`config.mk`:
```
export PLATFORM = sky130hd
export DESIGN_NAME = credit_link_rx
export DESIGN_NICKNAME = d
export VERILOG_FILES = /design/src/rtl/credit_pkg.sv /design/src/rtl/credit_rx_fifo.sv /design/src/rtl/credit_link_rx.sv
export SDC_FILE = /design/constraint.sdc
export NUM_CORES = 1
export LEC_CHECK = 0
export BUFFER_PORTS_ARGS = -buffer_cell sky130_fd_sc_hd__buf_2
export CAP_MARGIN = 20
export CORE_MARGIN = 3
export CORE_UTILIZATION = 52
export CTS_CLUSTER_SIZE = 40
export DETAILED_ROUTE_END_ITERATION = 8
export HOLD_SLACK_MARGIN = 0.08
export PLACE_DENSITY = 0.85
export SETUP_SLACK_MARGIN = 0.15
export SLEW_MARGIN = 20
export SYNTH_ARGS = -nofsm -noshare
export SYNTH_HDL_FRONTEND = slang
export SYNTH_SLANG_ARGS = --single-unit
```
`constraint.sdc`:
```
create_clock -name clk_i -period 1.9 [get_ports clk_i]
set_input_delay 0.285 -clock clk_i [delete_from_list [all_inputs] [get_ports clk_i]]
set_output_delay 0.285 -clock clk_i [all_outputs]
set_load 0.005 [all_outputs]
```
`src/rtl/credit_pkg.sv`:
```
// rtl/credit_pkg.sv - shared state type and sizing helpers for the credit link receiver
package credit_pkg;

  typedef enum logic {
    INIT = 1'b0,
    RUN  = 1'b1
  } credit_rx_state_t;

  localparam int CREDIT_WIDTH = 16;
  localparam int CREDIT_DEPTH = 4;

  function automatic int ptr_width(input int depth);
    return (depth > 1) ? $clog2(depth) : 1;
  endfunction

  function automatic int cnt_width(input int depth);
    return $clog2(depth) + 1;
  endfunction

endpackage

```
`src/rtl/credit_rx_fifo.sv`:
```
// rtl/credit_rx_fifo.sv - circular buffer with push/pop qualification for the link receiver
// CREDIT_LINK_RX_OVF_CHECK_EN adds the drop_o overflow-event output.
module credit_rx_fifo
  import credit_pkg::*;
#(
  parameter int WIDTH = CREDIT_WIDTH,
  parameter int DEPTH = CREDIT_DEPTH
) (
  input  logic             clk_i,
  input  logic             rst_i,
  input  logic             push_i,
  input  logic [WIDTH-1:0] data_i,
  input  logic             ack_i,
  output logic             req_o,
  output logic [WIDTH-1:0] data_o,
  output logic             pop_o
`ifdef CREDIT_LINK_RX_OVF_CHECK_EN
  ,
  output logic             drop_o
`endif
);

  localparam int PW = ptr_width(DEPTH);
  localparam int CW = cnt_width(DEPTH);
  localparam logic [CW-1:0] FULL_CNT = CW'(DEPTH);

  logic [WIDTH-1:0] r_mem [DEPTH];
  logic [PW-1:0]    r_wptr;
  logic [PW-1:0]    r_rptr;
  logic [CW-1:0]    r_count;
  logic             w_empty;
  logic             w_full;
  logic             w_pop;
  logic             w_push;

  assign w_empty = (r_count == '0);
  assign w_full  = (r_count == FULL_CNT);
  assign w_pop   = !w_empty && ack_i;
  // A full buffer still accepts a word when the head leaves in the same cycle.
  assign w_push  = push_i && (!w_full || w_pop);

  assign req_o  = !w_empty;
  assign data_o = w_empty ? '0 : r_mem[r_rptr];
  assign pop_o  = w_pop;
`ifdef CREDIT_LINK_RX_OVF_CHECK_EN
  assign drop_o = push_i && w_full && !w_pop;
`endif

  always_ff @(posedge clk_i) begin
    if (w_push) begin
      r_mem[r_wptr] <= data_i;
    end
  end

  always_ff @(posedge clk_i) begin
    if (!rst_i) begin
      r_wptr  <= '0;
      r_rptr  <= '0;
      r_count <= '0;
    end else begin
      if (w_push) begin
        r_wptr <= r_wptr + 1'b1;
      end
      if (w_pop) begin
        r_rptr <= r_rptr + 1'b1;
      end
      case ({w_push, w_pop})
        2'b10:   r_count <= r_count + 1'b1;
        2'b01:   r_count <= r_count - 1'b1;
        default: r_count <= r_count;
      endcase
    end
  end

endmodule

```
`src/rtl/credit_link_rx.sv`:
```
// rtl/credit_link_rx.sv - credit-based link receiver: buffers words, returns one credit per drain
// CREDIT_LINK_RX_OVF_CHECK_EN adds the sticky ovf_o port.
module credit_link_rx
  import credit_pkg::*;
#(
  parameter int WIDTH = CREDIT_WIDTH,
  parameter int DEPTH = CREDIT_DEPTH
) (
  input  logic             clk_i,
  input  logic             rst_i,
  input  logic             link_valid_i,
  input  logic [WIDTH-1:0] link_data_bi,
  output logic             link_credit_o,
  output logic             ext_dataout_genfifo_req_o,
  output logic [WIDTH-1:0] ext_dataout_genfifo_wdata_bo,
  input  logic             ext_dataout_genfifo_ack_i
`ifdef CREDIT_LINK_RX_OVF_CHECK_EN
  ,
  output logic             ovf_o
`endif
);

  localparam int PW = ptr_width(DEPTH);
  localparam int CW = cnt_width(DEPTH);
  localparam logic [PW-1:0] INIT_LAST = PW'(DEPTH - 1);

  credit_rx_state_t r_state;
  credit_rx_state_t w_state_nxt;
  logic [PW-1:0]    r_init_cnt;
  logic [PW-1:0]    w_init_nxt;
  logic [CW-1:0]    r_pend;
  logic [CW-1:0]    w_pend_nxt;
  logic             r_credit;
  logic             w_credit_nxt;
  logic             w_pop;
`ifdef CREDIT_LINK_RX_OVF_CHECK_EN
  logic             w_drop;
  logic             r_ovf;
`endif

  credit_rx_fifo #(
    .WIDTH(WIDTH),
    .DEPTH(DEPTH)
  ) u_fifo (
    .clk_i  (clk_i),
    .rst_i  (rst_i),
    .push_i (link_valid_i),
    .data_i (link_data_bi),
    .ack_i  (ext_dataout_genfifo_ack_i),
    .req_o  (ext_dataout_genfifo_req_o),
    .data_o (ext_dataout_genfifo_wdata_bo),
    .pop_o  (w_pop)
`ifdef CREDIT_LINK_RX_OVF_CHECK_EN
    ,
    .drop_o (w_drop)
`endif
  );

  // Pops seen while INIT is still advertising are owed and paid out once in RUN.
  always_comb begin
    w_state_nxt  = r_state;
    w_init_nxt   = r_init_cnt;
    w_pend_nxt   = r_pend;
    w_credit_nxt = 1'b0;
    case (r_state)
      INIT: begin
        w_credit_nxt = 1'b1;
        w_init_nxt   = r_init_cnt + 1'b1;
        if (w_pop) begin
          w_pend_nxt = r_pend + 1'b1;
        end
        if (r_init_cnt == INIT_LAST) begin
          w_state_nxt = RUN;
        end
      end
      RUN: begin
        w_credit_nxt = w_pop || (r_pend != '0);
        if (!w_pop && (r_pend != '0)) begin
          w_pend_nxt = r_pend - 1'b1;
        end
      end
      default: w_state_nxt = INIT;
    endcase
  end

  always_ff @(posedge clk_i) begin
    if (!rst_i) begin
      r_state    <= INIT;
      r_init_cnt <= '0;
      r_pend     <= '0;
      r_credit   <= 1'b0;
    end else begin
      r_state    <= w_state_nxt;
      r_init_cnt <= w_init_nxt;
      r_pend     <= w_pend_nxt;
      r_credit   <= w_credit_nxt;
    end
  end

  assign link_credit_o = r_credit;

`ifdef CREDIT_LINK_RX_OVF_CHECK_EN
  always_ff @(posedge clk_i) begin
    if (!rst_i) begin
      r_ovf <= 1'b0;
    end else if (w_drop) begin
      r_ovf <= 1'b1;
    end
  end

  assign ovf_o = r_ovf;
`endif

endmodule

```
==> qor.yml <==
required_ns: 1.62
max_slew_margin_pct: 71.9
postRouteWirelength_mm: 5.30
synth.top_cells.by_area: "edfxtp_1 (58%), mux4_2 (11%), dfxtp_1 (9.7%)"
antenna_found_initial: 0
placed_area_um2: 3750
synth_area_um2: 3290
critPathCaptureType: "primary output"
synthFlopType: "edfxtp_1"
dr.pass1.iters: 4
critPathKind: "reg -> out"
yosysWarnings: 0
clk-insertion-delay-late_ns: 0.34
r2r_end: "u_fifo.r_count[2]"
cts_max_path_buffers: 2
ys_top_cells_by_count: "edfxtp_1 (64), dfxtp_1 (16), mux4_2 (16), nor2_1 (13), inv_1 (12)"
min_period_ns: 1.96
drc_errors: 0
nets: 289
fin_tns_setup_ns: -0.327
synth.avg_cell_area_um2: 16.7
syn-num-nets: 225
hold_viol: 0
cts_tree: "yes"
core_area_um2: 6030
cts_inserted_buffers: 9
wl_per_cell_um: 15.6
post-dp-hpwl_mm: 3.48
synth_seq_area_share_pct: 68.1
max-cap-violations: 0
tightest_slew_ns: 0.416
final_cell_area_um2: 4060
status: "complete, but fails checks"
synth.distinct_cells: 37
h-tree-depth: 3
worstSetupStartpointType: "flip-flop"
pre_cts_ws_ns: -0.127
grt_usage_pct: 16.3
fmax_mhz: 511
yosysTopAreaCell: "edfxtp_1"
rrSetupSlack_ns: 0
hold_buffers: 0
vias: 1806
grt_first_pass_wirelength_mm: 8.92
skew_ns: 0.0115
reg2reg_depth: 9
grt_max_degree: 18
drive_gt1_share_pct: 42.5
setup_viol_count_final: 15
r2r-start: "u_fifo.r_count[1]"
ys_ff_latch: 80
cts.sinks: 80
fp.dieArea_um2: 7320
synth_edf_count: 64
antenna-diode-count: 0
yosysMostFrequentCell: "edfxtp_1"
cts.clk_slew.worst_paths_ns: 0.08
setup_slack_ns: -0.0558
hold_ws_ns: 0.159
vias_per_cell: 5.30
rsz0062_at_grt: "true"
clockRootBuffer: "clkbuf_8"
hold_path_class: "in -> reg"
maxSlewViolCount: 0
row_count: 28
final_antenna_net_count: 0
portBuffers: 37
async_reset_ff_share_pct: 0
leakagePower_nw: 1.54
crit_arrival_ns: 1.67
cp-endpoint: "ext_dataout_genfifo_wdata_bo[15]"
areaGrowthSynthToFinish_pct: 23.4
grt_pass1_vias: 1929
finalCritPeriodShare_pct: 103
violations: "negative setup slack"
grt.overflow.total: 0
ir_drop_mv: 0.898
syn_inst: 197
synth_top_area_share_pct: 58.4
dieWidth_um: 85.6
start_util_pct: 54.6
place_congestion: 0.796
fp.dieH_um: 85.6
power_density_nw_per_um2: 1220
drt_iter0_markers: 105
finalPower_mw: 4.97
critPathMaxFanout: 8
ios: 38
==> flip-flops by register name (all words and copies together) (netlist names), named ones only <==
register and count:
link_credit_o 1, r_init_cnt 2, r_pend 3, r_state 1
u_fifo.r_count 3, u_fifo.r_mem 64, u_fifo.r_rptr 2, u_fifo.r_wptr 2
==> area by class of cell <==
cell class	count	area, um^2
clock buffers	9	124
clock inverters	7	45.0
fillers	417	1970
inverters	13	51.3
multi-input cells	96	1040
flip-flops and latches	80	2250
well taps	75	93.8
repair buffers	61	447
==> repair_timing <==
action                                  4_1_cts  5_1_grt
pin swaps                                     0        3
cloned                                        1        0
gates resized for setup                       6       18
setup buffers                                 1        2
endpoints found under the setup margin       83       53
==> cell usage in the layout, fill, tap and decap left out, drive strengths merged, types with 5 or more instances in the layout <==
cell type,Yosys,layout
buf,3,61
nor2,13,13
inv,13,15
clkinv,0,5
nor2b,10,10
ha,6,6
clkbuf,5,9
and2b,8,8
edfxtp,64,64
dfxtp,16,16
mux4,16,16
==> logic make-up (layout without fill, tap and decap cells) <==
kind of cell / count (synthesis) / count (layout) / share of synthesized area, %
adders and majority gates: 8 / 8 / 3.50
AOI/OAI and AO/OA: 13 / 13 / 3.27
xor gates and xnor gates: 5 / 5 / 1.33
DFF: 80 / 80 / 68.1
muxes: 20 / 20 / 12.3
buffers and inverters: 21 / 90 / 2.66
and+or+nand+nor: 50 / 50 / 8.78
==> power breakdown <==
group | total [mW] | leakage [nW] | internal (mW) | switching (mW)
Combinational | 1.75 | 0.730 | 0.984 | 0.764
Clock | 1.03 | 0.0912 | 0.473 | 0.561
Sequential | 2.18 | 0.721 | 2.08 | 0.108
==> stage by stage <==
stage / std cells / utilization [%]
3_5_place_dp: 321 / 62.3
4_1_cts: 339 / 65.8
3_3_place_gp: 321 / 62.3
2_1_floorplan: 197 / -
5_1_grt: 341 / 67.4
6_report: 341 / 67.4
==> critical path, stage by stage, from the launching register on <==
cell and delay [ns]:
dfxtp_4 0.39, buf_12 0.15, mux4_2 0.50, and2b_1 0.17, buf_2 0.12
==> how the worst min path moves through the flow <==
stage / slack (ns) / cells past startpoint / start / endpoint
2_1_floorplan: 0.38 / 0 / link_data_bi[0] / u_fifo.r_mem[0][0]
3_3_place_gp: 0.47 / 2 / r_pend[2] / r_pend[2]
3_5_place_dp: 0.49 / 2 / r_pend[2] / r_pend[2]
4_1_cts: 0.14 / 1 / link_data_bi[7] / u_fifo.r_mem[1][7]
5_1_grt: 0.13 / 1 / link_data_bi[5] / u_fifo.r_mem[3][5]
6_report: 0.16 / 1 / link_data_bi[14] / u_fifo.r_mem[3][14]
==> per-layer routing <==
layer | wire, um | part of all wire [%] | vias to the layer above | global-route usage, %
li1 | - | - | 880 | -
met1 | 2100 | 40 | 874 | 18.8
met2 | 2840 | 54 | 46 | 29.2
met3 | 321 | 6.1 | 6 | 5.67
met4 | 42 | 0.79 | 0 | 3.88
met5 | 0 | 0 | - | 0
(Power assumes the default switching activity.)
